### src/rtl/range_scan_regfile.sv
// Register file over an ascending, descending or single-element index range,
// with registered random read/write and a valid/ready scan engine.
module range_scan_regfile #(
    parameter int WIDTH = 8,
    parameter int AFROM = 0,
    parameter int ATO   = 7,
    parameter int AW    = 4
) (
    input  logic             clk,
    input  logic             rstn,
    input  logic             wr_en,
    input  logic [AW-1:0]    wr_addr,
    input  logic [WIDTH-1:0] wr_data,
    input  logic             rd_en,
    input  logic [AW-1:0]    rd_addr,
    output logic [WIDTH-1:0] rd_data,
    output logic             rd_valid,
    output logic             addr_err,
    input  logic             scan_start,
    input  logic             scan_ready,
    output logic             scan_valid,
    output logic [AW-1:0]    scan_index,
    output logic [WIDTH-1:0] scan_data,
    output logic             scan_busy,
    output logic             scan_done
);

    localparam int LO    = (AFROM < ATO) ? AFROM : ATO;
    localparam int HI    = (AFROM < ATO) ? ATO : AFROM;
    localparam int DEPTH = HI - LO + 1;
    localparam bit ASC   = (ATO > AFROM);

    localparam logic [AW-1:0] LO_A   = AW'(LO);
    localparam logic [AW-1:0] LAST_O = AW'(DEPTH - 1);
    localparam logic [AW-1:0] FROM_A = AW'(AFROM);
    localparam logic [AW-1:0] TO_A   = AW'(ATO);

    typedef enum logic [1:0] {IDLE, SCAN, DONE} state_t;

    state_t           state_q, state_d;
    logic [AW-1:0]    idx_q, idx_d;
    logic [WIDTH-1:0] mem_q [DEPTH];
    logic [WIDTH-1:0] mem_d [DEPTH];
    logic [WIDTH-1:0] rd_data_q, rd_data_d;
    logic             rd_valid_q, rd_valid_d;
    logic             addr_err_q, addr_err_d;

    logic [AW-1:0]    wr_off, rd_off, scan_off;
    logic             wr_ok, rd_ok;
    logic [WIDTH-1:0] rd_word, scan_word;

    // Offsets below LO wrap to large values, so one compare covers both bounds.
    assign wr_off   = wr_addr - LO_A;
    assign rd_off   = rd_addr - LO_A;
    assign scan_off = idx_q - LO_A;
    assign wr_ok    = (wr_off <= LAST_O);
    assign rd_ok    = (rd_off <= LAST_O);

    always_comb begin
        mem_d     = mem_q;
        rd_word   = '0;
        scan_word = '0;
        for (int i = 0; i < DEPTH; i++) begin
            if (wr_en && wr_ok && (wr_off == AW'(i))) mem_d[i] = wr_data;
            if (rd_off == AW'(i))   rd_word   = mem_q[i];
            if (scan_off == AW'(i)) scan_word = mem_q[i];
        end
    end

    always_comb begin
        rd_data_d  = rd_data_q;
        rd_valid_d = rd_en;
        addr_err_d = (rd_en && !rd_ok) || (wr_en && !wr_ok);
        if (rd_en) rd_data_d = rd_ok ? rd_word : '0;
    end

    always_comb begin
        state_d = state_q;
        idx_d   = idx_q;
        unique case (state_q)
            IDLE: begin
                if (scan_start) begin
                    state_d = SCAN;
                    idx_d   = FROM_A;
                end
            end
            SCAN: begin
                if (scan_ready) begin
                    if (idx_q == TO_A) state_d = DONE;
                    else if (ASC)      idx_d = idx_q + AW'(1);
                    else               idx_d = idx_q - AW'(1);
                end
            end
            DONE: begin
                state_d = IDLE;
                idx_d   = FROM_A;
            end
            default: begin
                state_d = IDLE;
                idx_d   = FROM_A;
            end
        endcase
    end

    always_ff @(posedge clk or negedge rstn) begin
        if (!rstn) begin
            state_q    <= IDLE;
            idx_q      <= FROM_A;
            rd_data_q  <= '0;
            rd_valid_q <= 1'b0;
            addr_err_q <= 1'b0;
            for (int i = 0; i < DEPTH; i++) mem_q[i] <= '0;
        end else begin
            state_q    <= state_d;
            idx_q      <= idx_d;
            rd_data_q  <= rd_data_d;
            rd_valid_q <= rd_valid_d;
            addr_err_q <= addr_err_d;
            mem_q      <= mem_d;
        end
    end

    assign rd_data    = rd_data_q;
    assign rd_valid   = rd_valid_q;
    assign addr_err   = addr_err_q;
    assign scan_valid = (state_q == SCAN);
    assign scan_busy  = (state_q == SCAN);
    assign scan_done  = (state_q == DONE);
    assign scan_index = idx_q;
    assign scan_data  = scan_valid ? scan_word : '0;

endmodule

### config.mk
export PLATFORM = sky130hd
export DESIGN_NAME = range_scan_regfile
export DESIGN_NICKNAME = d
export VERILOG_FILES = /design/src/rtl/range_scan_regfile.sv
export SDC_FILE = /design/constraint.sdc
export NUM_CORES = 1
export LEC_CHECK = 0
export CORE_ASPECT_RATIO = 1.5
export CORE_UTILIZATION = 53
export CTS_BUF_LIST = sky130_fd_sc_hd__clkbuf_4
export CTS_CLUSTER_SIZE = 24
export DETAILED_ROUTE_END_ITERATION = 7
export GPL_ROUTABILITY_DRIVEN = 0
export GPL_TIMING_DRIVEN = 0
export MAX_ROUTING_LAYER = met4
export PLACE_DENSITY = 0.78
export SLEW_MARGIN = 20
export SYNTH_ARGS = -nofsm -noshare
export SYNTH_HDL_FRONTEND = slang
export SYNTH_SLANG_ARGS = --single-unit
### constraint.sdc
create_clock -name clk -period 1.8 [get_ports clk]
set_input_delay 0.18 -clock clk [delete_from_list [all_inputs] [get_ports clk]]
set_output_delay 0.18 -clock clk [all_outputs]
set_load 0.1 [all_outputs]
Yosys cells after proc, flatten, opt, wreduce, memory -nomap -nowiden. Cells that the tools add are included.

Add/sub/neg operators: 1. $lt $le $gt $ge: 2. Eq/ne operators: 27. Mux-type cells: 26. Reductions and logical operators: 20.

Operator list (number): two-way mux 8 bit (18); equality test 4 x 3 -> 1 bit (second input constant) (12); equality test 4 x 2 -> 1 bit (second input constant) (6); equality test 4 x 1 -> 1 bit (second input constant) (3); logical NOT 4 bit (3); two-way mux 4 bit (3); logical AND 1 bit (11); less-or-equal comparator 4 x 3 -> 1 bit (second input constant) (2); one-hot mux 4 bit (2 select lines) (1); two-way mux 2 bit (3); inequality test 2 bit (second input constant) (3); AND reduction 3 bit (2); adder 4 x 1 -> 4 bit (second input constant) (1); one-hot mux 2 bit (2 select lines) (1); equality test 2 x 1 -> 1 bit (second input constant) (1); equality test 2 bit (second input constant) (1); logical NOT 1 bit (2); logical NOT 2 bit (1); inequality test 2 x 1 -> 1 bit (second input constant) (1); logical OR 1 bit (1).

Bits in registers: 80. Output and inout bits: 25. Word-level logic and storage cells: 89.

Longest topological paths before layout.
Depth after elaboration: 10. Gate-level depth with buffers: 8. Mapped depth without buffers: 6.

Worst setup path after synthesis. Ideal clock, no wire load.

Kind: reg-to-output. From: register idx_q[0] (netlist: scan_index[0]). To: output port scan_data[6]. Arrival time: 4.251 ns. Data required time: 1.620 ns. Setup slack: -2.631 ns. Stages on the path, launching flop included: 8. Path buffers: 2. Cell sequence: dfrtp_1 > inv_1 > ha_1 > clkbuf_1 > clkbuf_1 > a22o_1 > a32o_1 > o21ai_0.

Word-level cells in the longest chain between the ends: 10. Elaborated cells on any way between the ends: 17.

Ends and longest elaborated chain: from (decl) (line 41) `logic [AW-1:0] idx_q, idx_d;`; from (signal assigned) (line 115) `idx_q <= idx_d;`; logical NOT 4 bit (line 66) `if (scan_off == AW'(i)) scan_word = mem_q[i];`; two-way mux 8 bit (7 in a row) (line 66); two-way mux 8 bit (*) (line 66); two-way mux 8 bit (*) (line 130) `assign scan_data = scan_valid ? scan_word : '0;`; to (decl) (line 23) `output logic [WIDTH-1:0] scan_data,`.

Mark *: on every way between the ends. The rest lies on a longest branch, timed or not.

Final worst setup path.
From: register idx_q[1] (netlist: scan_index[1]). To: output port scan_data[7].

Same word-level chain as after synthesis.

==> results.yml <==
routing:
  wl_per_cell_um: 25.2
  antenna_left: 0
  via_count: 4202
  first_pass_iters: 6
  vias_per_cell: 6.96
  wirelength_um: 15200
  drt_drc_violations_left: 0
  drt_iter0_drc: 597
die:
  dieHeight_um: 115
  row_count: 40
  fp.dieW_um: 77.3
  start_util: 0.556
  pin_count: 47
  dieArea_um2: 8890
  coreArea_um2: 8110
synthesis:
  yosysWarnings: 0
  synth-edff-count: 0
  synth_area_um2: 4510
  avgSynthCellArea_um2: 10.8
  synthArstFlopShare: 1.00
  synth_cells: 419
  ys_types: 48
  synth.area.top_cells: "dfrtp_1 (44%), mux2_2 (16%), o21ai_0 (3.2%)"
  ys_seq_area_frac: 0.444
  synth_nets: 445
  synth_ff_type: "dfrtp_1"
  synth_top_area_frac: 0.444
  ys_seq_elements: 80
  yosysTopAreaCell: "dfrtp_1"
clocking:
  worstSkewPairLatency_ns: 0.47
  htree_num_levels: 3
  root_buffer: "clkbuf_4"
  cts_tree: "yes"
  clockBufferDepth: 2
  path_clk_slew_ns: 0.13
  numClockSinks: 80
  numCtsBuffers: 9
layout:
  final_cells: 604
  drive_gt1_frac: 0.435
  seqCellArea_um2: 2010
  area_growth_pct: 33.9
  antenna_cells: 0
  layout_commonest_cell: "dfrtp_1"
  mostFrequentLayoutCells: "dfrtp_1 (75), mux2_2 (65), buf_4 (20), o21ai_0 (20)"
  fillers: 542
  final_nets: 520
  multiInputGateArea_um2: 2640
global_routing:
  grt_max_degree: 49
  overflow: 0
  grt_use_total: 0.355
  grt_first_pass_wirelength_um: 22400
  antenna_found_initial: 0
  grt_pass1_vias: 4100
sta:
  drv_slew: 0
  finalHoldViolCount: 0
  slew_headroom: 0.368
  fin_crit_sh: 1.47
  max_clock_freq_mhz: 378
  setup-violations-final: 10
  rsz0062_at_grt: "yes"
  worstMarginPinSlew_ns: 0.952
  fin_skew_ns: 0.0102
  setup_ws_ns: -0.844
  fin_crit_ns: 2.64
  tns_ns: -6.36
critical_path:
  regToRegSetupSlack_ns: -0.01
  critPathLaunchType: "flop"
  cp.arrival_ns: 2.46
  cp_max_fo: 10
  critPathCaptureType: "output pin"
  r2r-end: "scan_index[3]"
  r2r_start: "scan_index[0]"
  crit_required_ns: 1.62
  criticalPathCategory: "reg2out"
  r2r_cells: 6
worst_hold_path:
  whs_path_depth: 2
  whs_endpoint: "addr_err"
  min_path_type: "in2reg"
  min_from: "wr_addr[3]"
power_and_ir_drop:
  p_leak_uw: 0.00247
  irDropWorstVdd_mv: 1.96
  powerDensity_nw_per_um2: 1860
placed_design:
  dp_cells: 567
  io_buffer_count: 42
  dp_hpwl_um: 9370
flow_run:
  maxCapViolCount: 0
run_status:
  outcome: "finished with violations"
  violations: "negative setup slack"
-- state kept, by name (all words and copies together), names as in the netlist --
signal,cells
rd_data,8
rd_valid,1
addr_err,1
scan_index,4
mem_q,64
state_q,2
-- layout make-up --
cell class,count,area share
buffer,27,0.0410
clock buffer,9,0.0112
clock inverter,7,0.0155
inverter,7,0.00642
multi-input combinational,303,0.437
sequential,80,0.333
tap,105,0.0218
timing repair buffer,66,0.134
-- cells in the mapped netlist (all sizes together), types with 7 or more instances --
cell and instances:
inv 7, nand2b 12, nor2b 12, nand3b 9, nor2 24, clkbuf 14
mux2 66, a22o 8, buf 15, dfrtp 80, a21oi 18, nand2 18
o21ai 31, a22oi 7, a221o 7, nand3 19, a32oi 8
-- stage by stage --
stage          area [µm²]  hold slack, ns   util  total power, µW  setup WS, ns
2_1_floorplan        4710          -0.116      -             6780        -0.560
3_3_place_gp         5260           0.462  0.648             8030         -2.69
3_5_place_dp         5280           0.157  0.652             8130         -1.49
4_1_cts              5710           0.125  0.704            10300        -0.819
5_1_grt              6040           0.120  0.745            11600        -0.938
6_report             6040           0.126  0.745            11200        -0.844
-- cell families (layout without fill, tap and decap cells) --
kind of cell | Yosys count | in the layout | synth area share
adders and majority gates | 4 | 4 | 0.0111
buffers and inverters | 36 | 116 | 0.0369
and+or+nand+nor | 111 | 111 | 0.144
muxes | 73 | 73 | 0.184
DFF | 80 | 80 | 0.444
AOI/OAI and AO/OA | 115 | 115 | 0.180
-- power by group --
| part | internal, µW | total [µW] | switching (µW) |
|---|---|---|---|
| sequential | 2230 | 2700 | 473 |
| clock | 562 | 1240 | 675 |
| combinational | 2970 | 7280 | 4310 |
| total | 5760 | 11200 | 5460 |
-- metal layers --
layer  vias to the layer above  track usage  part of all wire
met4                         0        0.238             0.071
met3                       124       0.0722             0.092
met5                         -            -                 0
li1                       1726            -                 -
met1                      2008        0.411              0.36
met2                       344        0.558              0.48
-- worst max-delay path, cell delays in order, from the launching register on --
cell and delay (ns):
dfrtp_4 0.56, ha_4 0.18, buf_8 0.14, clkbuf_16 0.18
nor2b_1 0.15, o31ai_1 0.30, o211ai_1 0.20, nand2_4 0.11
buf_12 0.17
-- what timing repair did --
action                                 in CTS  in global routing
endpoints found under the hold margin      32                  0
hold buffers                                1                  0
setup buffers                               4                 16
pin swaps                                   8                 16
setup endpoints to repair                  25                 20
gates cloned                                0                  2
gates resized for setup                   152                 50
-- how the worst max path moves through the flow --
stage | start | to | slack, ns
final | scan_index[1] | scan_data[7] | -0.84
after global routing | scan_index[1] | scan_data[7] | -0.94
after CTS | scan_index[0] | scan_data[5] | -0.82
after detailed placement | scan_index[1] | scan_data[6] | -1.49
after floorplan | scan_index[0] | scan_data[6] | -0.56
after global placement | rstn | scan_index[1] | -2.69
Power figures use the tool's default switching activity.
